### src/rtl/uart_rx.sv
// uart_rx: 8N1 serial receiver; rejects start-bit glitches and flags stop-bit errors.
// Optional build macro UART_RX_MAJORITY_EN: each sample point uses a 3-sample majority vote.
module uart_rx #(
    parameter int SYS_CLOCK     = 50000000,
    parameter int UART_BAUDRATE = 115200
) (
    input  logic       i_SysClock,
    input  logic       i_Reset,
    input  logic       i_RxSerial,
    output logic [7:0] o_RxByte,
    output logic       o_RxValid,
    output logic       o_FrameErr,
    output logic       o_RxBusy
);

    localparam int MAX_CYCLE_CNT = ((SYS_CLOCK * 10 / UART_BAUDRATE + 5) / 10) - 1;
    localparam int HALF_CNT      = MAX_CYCLE_CNT / 2;
    localparam int CNT_W         = $clog2(MAX_CYCLE_CNT) + 1;

    localparam logic [CNT_W-1:0] C_MAX  = CNT_W'(MAX_CYCLE_CNT);
    localparam logic [CNT_W-1:0] C_HALF = CNT_W'(HALF_CNT);

    typedef enum logic [1:0] {
        IDLE  = 2'd0,
        START = 2'd1,
        DATA  = 2'd2,
        STOP  = 2'd3
    } state_t;

    state_t           r_State;
    state_t           w_NextState;
    logic [CNT_W-1:0] r_Cnt;
    logic [CNT_W-1:0] w_NextCnt;
    logic [2:0]       r_BitCnt;
    logic [2:0]       w_NextBitCnt;
    logic [7:0]       r_Shift;
    logic [7:0]       w_NextShift;
    logic             w_SetValid;
    logic             w_SetErr;

    logic r_Sync1;
    logic r_Sync2;
    logic r_RxPrev;
    logic w_Fall;
    logic w_Sample;

    always_ff @(posedge i_SysClock) begin
        if (i_Reset) begin
            r_Sync1  <= 1'b1;
            r_Sync2  <= 1'b1;
            r_RxPrev <= 1'b1;
        end else begin
            r_Sync1  <= i_RxSerial;
            r_Sync2  <= r_Sync1;
            r_RxPrev <= r_Sync2;
        end
    end

    // Only a 1->0 transition arms a frame, so a line stuck low never re-triggers.
    assign w_Fall = r_RxPrev & ~r_Sync2;

`ifdef UART_RX_MAJORITY_EN
    logic r_RxPrev2;

    always_ff @(posedge i_SysClock) begin
        if (i_Reset) begin
            r_RxPrev2 <= 1'b1;
        end else begin
            r_RxPrev2 <= r_RxPrev;
        end
    end

    assign w_Sample = (r_Sync2 & r_RxPrev) | (r_Sync2 & r_RxPrev2) | (r_RxPrev & r_RxPrev2);
`else
    assign w_Sample = r_Sync2;
`endif

    always_comb begin
        w_NextState  = r_State;
        w_NextCnt    = '0;
        w_NextBitCnt = r_BitCnt;
        w_NextShift  = r_Shift;
        w_SetValid   = 1'b0;
        w_SetErr     = 1'b0;
        case (r_State)
            IDLE: begin
                if (w_Fall) begin
                    w_NextState = START;
                end
            end
            START: begin
                if (r_Cnt == C_HALF) begin
                    if (!w_Sample) begin
                        w_NextState  = DATA;
                        w_NextBitCnt = 3'd0;
                    end else begin
                        w_NextState = IDLE;
                    end
                end else begin
                    w_NextCnt = r_Cnt + CNT_W'(1);
                end
            end
            DATA: begin
                if (r_Cnt == C_MAX) begin
                    w_NextShift  = {w_Sample, r_Shift[7:1]};
                    w_NextBitCnt = r_BitCnt + 3'd1;
                    if (r_BitCnt == 3'd7) begin
                        w_NextState = STOP;
                    end
                end else begin
                    w_NextCnt = r_Cnt + CNT_W'(1);
                end
            end
            STOP: begin
                // Leave mid-stop-bit so an immediately following start edge is caught.
                if (r_Cnt == C_MAX) begin
                    w_NextState = IDLE;
                    if (w_Sample) begin
                        w_SetValid = 1'b1;
                    end else begin
                        w_SetErr = 1'b1;
                    end
                end else begin
                    w_NextCnt = r_Cnt + CNT_W'(1);
                end
            end
            default: begin
                w_NextState = IDLE;
            end
        endcase
    end

    always_ff @(posedge i_SysClock) begin
        if (i_Reset) begin
            r_State    <= IDLE;
            r_Cnt      <= '0;
            r_BitCnt   <= 3'd0;
            r_Shift    <= 8'h00;
            o_RxByte   <= 8'h00;
            o_RxValid  <= 1'b0;
            o_FrameErr <= 1'b0;
        end else begin
            r_State    <= w_NextState;
            r_Cnt      <= w_NextCnt;
            r_BitCnt   <= w_NextBitCnt;
            r_Shift    <= w_NextShift;
            o_RxValid  <= w_SetValid;
            o_FrameErr <= w_SetErr;
            if (w_SetValid) begin
                o_RxByte <= r_Shift;
            end
        end
    end

    assign o_RxBusy = (r_State != IDLE);

endmodule

### config.mk
export PLATFORM = sky130hd
export DESIGN_NAME = uart_rx
export DESIGN_NICKNAME = d
export VERILOG_FILES = /design/src/rtl/uart_rx.sv
export SDC_FILE = /design/constraint.sdc
export NUM_CORES = 1
export LEC_CHECK = 0
export ABC_AREA = 1
export BUFFER_PORTS_ARGS = -buffer_cell sky130_fd_sc_hd__buf_2
export CAP_MARGIN = 20
export CORE_ASPECT_RATIO = 0.75
export CORE_MARGIN = 5
export CORE_UTILIZATION = 40
export CTS_BUF_LIST = sky130_fd_sc_hd__clkbuf_8
export DETAILED_ROUTE_END_ITERATION = 10
export PLACE_DENSITY_LB_ADDON = 0.12
export SYNTH_ARGS = -nofsm -noshare
export SYNTH_HDL_FRONTEND = slang
export SYNTH_SLANG_ARGS = --single-unit
### constraint.sdc
create_clock -name i_SysClock -period 1.6 [get_ports i_SysClock]
set_input_delay 0.16 -clock i_SysClock [delete_from_list [all_inputs] [get_ports i_SysClock]]
set_output_delay 0.16 -clock i_SysClock [all_outputs]
set_load 0.01 [all_outputs]
Yosys cells after proc, flatten, opt, wreduce, memory -nomap -nowiden
Index checks and enable logic that the tools add are counted.

word-level totals
  register bits after elaboration = 36
  latch bits = 0
  memory bits (writable) = 0
  bits in read-only memories = 0
  memories kept = 0

operators by class
  $add $sub $neg = 2
  $mul = 0
  divide/modulo/power cells = 0
  order comparisons = 0
  equal/unequal tests = 12
  shift-type cells = 0
  mux-type cells = 18
  bitwise operators = 4
  reductions and logical operators = 8

operators with widths
  cell                                                              count
  10-bit two-way mux                                                2
  10-bit case mux with 2 select lines                               1
  2-bit two-way mux                                                 6
  2-bit inequality test, second input constant                      6
  10-bit by 1-bit adder with 10-bit output, second input constant   1
  10-bit by 8-bit == test with 1-bit output, second input constant  1
  10-bit by 9-bit == test with 1-bit output, second input constant  1
  3-bit two-way mux                                                 3
  2-bit case mux with 4 select lines                                1
  3-bit case mux with 2 select lines                                1
  5-bit AND reduction                                               1
  2-bit == test, second input constant                              2
  1-bit two-way mux                                                 4
  4-bit AND reduction                                               1
  2-bit nonzero test                                                2
  3-bit by 1-bit adder with 3-bit output, second input constant     1
  3-bit == test, second input constant                              1
  1-bit inverter                                                    3
  3-bit OR reduction                                                1
  2-bit by 1-bit == test with 1-bit output, second input constant   1
  2-bit zero test                                                   1
  2-bit AND reduction                                               1
  2-bit OR reduction                                                1
  1-bit AND                                                         1

Longest topological paths before layout
  depth in word-level cells = 4
  depth in mapped cells = 11
  mapped depth without buffers = 11

Worst setup path after synthesis
No wires, ideal clock.

  kind = register to register
  from = register r_Cnt[0]
  to = register (tool-made name)
  arrival time = 1,287 ps
  setup slack = 197 ps
  cell stages (with the launch flop) = 9
  path through = dfxtp_1 > ha_1 > nand2_2 > nor2_4 > nand3_4 > a21oi_1 > nand3_1 > nand2_1 > a21oi_1

RTL lines
  item                    RTL line  text
  start, declared         32        logic [CNT_W-1:0] r_Cnt;
  start signal, assigned  144       r_Cnt <= w_NextCnt;

Worst setup path in the final report
  from = register r_Cnt[1]
  to = register o_RxByte[5]

on the way
  cells in the longest elaborated chain, start to end = 3

ends and longest elaborated chain
  item                                       RTL line  text
  10-bit by 9-bit == test with 1-bit output  116       if (r_Cnt == C_MAX) begin
  1-bit two-way mux                          116
  1-bit two-way mux                          85        case (r_State)
  end signal, assigned                       150       o_RxByte <= r_Shift;
  end, declared                              10        output logic [7:0] o_RxByte,

Every way passes these cells.
A chain may end at the register's enable or synchronous reset.

==> impl_metrics.yaml <==
outcome:
  status: "finished clean"
die:
  die_w_um: 82.7
  core_um2: 3730
  start_util: 0.425
  io_pins: 14
  die-height_um: 64.5
  dieArea_um2: 5340
  fp-row-count: 19
finish:
  fillers: 385
  final_area_um2: 1870
  final_core_util: 0.501
  finalNonFillerCells: 263
  area_delta_synth_final_pct: 17.8
  final_layout_size_suffix_gt1_frac: 0.308
  diodes: 0
  nNetsFinal: 218
setup_path:
  end_kind: "register"
  crit_chain: "inv_1, ha_2, nand2_2, nor2_4, nand3_4, nor3_4, buf_12, o21ai_1, a21oi_2"
  critical_path_class: "reg2reg"
  cpPeakStageDelay_ns: 0.34
  cp_data_arrival_time_ns: 1.71
  crit_slowest_cell: "dfxtp_2"
  cp.required_ns: 1.82
  start_kind: "register"
  crit_fanout: 8
  worst-r2r-setup-slack_ns: 0.11
route:
  wire_per_inst_um: 10.6
  route.detailed.drc: 0
  ant_nets: 0
  avgViaCountPerCell: 4.69
  first_iter_violations: 64
  dr.pass1.iters: 4
  routed_wl_mm: 2.78
  num_vias: 1234
global_routing:
  grt_pass1_wl_mm: 4.89
  grt_pass1_vias: 1141
  antenna_found_initial: 0
  gr-total-overflow: 0
  track_usage: 0.118
  grt_max_degree: 19
clock_network:
  tritoncts: "done"
  cts.sink_count: 36
  cts_htree_levels: 2
  cts_root_buf: "clkbuf_8"
  path_clk_slew_ns: 0.07
  cts.path.max_buffers: 2
  cts_made_buffers: 5
  hold_buffers: 0
  clock_latency_ns: 0.28
synth:
  netlist_area_um2: 1590
  yosysSeqAreaShare: 0.454
  synth_fp_nets: 196
  syn_inst: 188
  synth_top_cell_area_share: 0.454
  synth_flop_cell: "dfxtp_1"
  yosysTopAreaCell: "dfxtp_1"
  synth_edf_count: 0
  yosysUniqueCellTypes: 28
  synthTopCellsByCount: "dfxtp_1 (36), nand2_1 (24), inv_1 (21)"
  synthMostInstantiatedCell: "dfxtp_1"
  ys_ff_latch: 36
  synth.avg_cell_area_um2: 8.44
  yosys_warnings: 0
  async_reset_ff_frac: 0
  synth.area.top_cells: "dfxtp_1 (45%), nand2_1 (5.7%), a21oi_2 (5.5%), inv_1 (5.0%), a21oi_1 (4.7%)"
flow_run:
  cap_violations: 0
power:
  powerDensity_nw_per_um2: 912
  irDropWorstVdd_mv: 0.488
  p_leak_uw: 0.000756
sta:
  max_slew_margin: 0.794
  post-route-min-period_ns: 1.49
  fmax_mhz: 671
  tns_ns: 0
  maxSlewViolCount: 0
  hold_violations: 0
  setup_viol: 0
  worstMarginPinSlew_ns: 0.309
  min_period_over_period: 0.931
  whs_ns: 0.0613
  finClkSkew_ns: 0.00471
placement:
  routabilityCongestion: 0.726
  place_area_um2: 1720
  dpl.cell_count: 253
  dp_hpwl_mm: 2.08
  io_buffers: 13
hold_path:
  worstHoldPathType: "in2reg"
[metrics by stage]
step                worst slack, ns  power (uW)
finish                        0.110        1700
global route              -0.000151        1800
CTS                          0.0119        1730
detailed placement           0.0212        1070
global placement              0.130        1070
floorplan                     0.197        1040
[report_power, final]
group          internal [uW]  switching, uW  leakage (uW)  total, uW
Sequential               908           11.1      0.000292        919
Clock                    343            303     0.0000510        646
Combinational           50.2           88.3      0.000413        138
Total                   1300            403      0.000756       1700
[final timing paths]
path                            cells past startpoint     endpoint       start
worst max register to register                      9  o_RxByte[5]    r_Cnt[1]
worst max-delay path                                9  o_RxByte[5]    r_Cnt[1]
worst min-delay path                                2      r_Sync1  i_RxSerial
worst min register to register                      1      r_Sync2     r_Sync1
[area by class of cell]
cell class	count	area (um^2)	share of cell area
inverter	25	93.8	0.0502
multi-input combinational	123	758	0.406
clock buffer	6	82.6	0.0442
timing repair buffer	19	135	0.0723
clock inverter	2	10.0	0.00535
sequential	36	724	0.388
tap	52	65.1	0.0348
[layer usage]
layer,share of wire,wire length (um),GRT usage
met2,0.44,1230,0.183
met4,0.013,36,0.0490
met3,0.046,128,0.0416
met5,0,0,0
met1,0.50,1380,0.150
[state kept, by name, indices dropped and copies added, names as in the netlist, named ones only]
| register | count |
|---|---|
| r_Cnt | 10 |
| o_RxByte | 8 |
| r_Shift | 8 |
| r_BitCnt | 3 |
| o_FrameErr | 1 |
| o_RxValid | 1 |
| r_RxPrev | 1 |
| r_State | 1 |
| r_Sync1 | 1 |
| r_Sync2 | 1 |
[worst max-delay path: cells and delay by family, from the launching register on]
kind | cells | cell delay (ns)
flops | 1 | 0.34
buf+inv | 2 | 0.22
fa+ha+maj | 1 | 0.19
simple gates | 4 | 0.52
compound gates | 2 | 0.17
[cells by family (layout without fill, tap and decap cells)]
group | after synthesis | count (layout) | share of synthesized area
buf+inv | 29 | 52 | 0.0781
compound gates | 45 | 45 | 0.174
simple gates | 70 | 70 | 0.237
flops | 36 | 36 | 0.454
fa+ha+maj | 5 | 5 | 0.0394
xor+xnor | 3 | 3 | 0.0166
[layout by cell type, fill, tap and decap left out, types with 3 or more instances in the layout]
cell type	netlist	routed
nand2_2	5	4
o21ai_2	3	3
a21oi_1	15	14
nand2_1	24	24
o21ai_1	13	13
dfxtp_1	36	33
ha_1	5	4
buf_4	0	4
or2_2	3	3
inv_2	4	4
inv_1	21	21
nor3_1	6	6
clkbuf_8	0	6
o21ai_0	3	3
a21oi_2	10	11
nor2_1	17	17
dfxtp_2	0	3
nand3_1	6	5
buf_2	0	13
[what timing repair did]
item,4_1_cts,5_1_grt
hold endpoints to repair,0,0
gates resized for setup,0,7
endpoints found under the setup margin,0,20
setup buffers,0,2
Power figures use the tool's default switching activity.
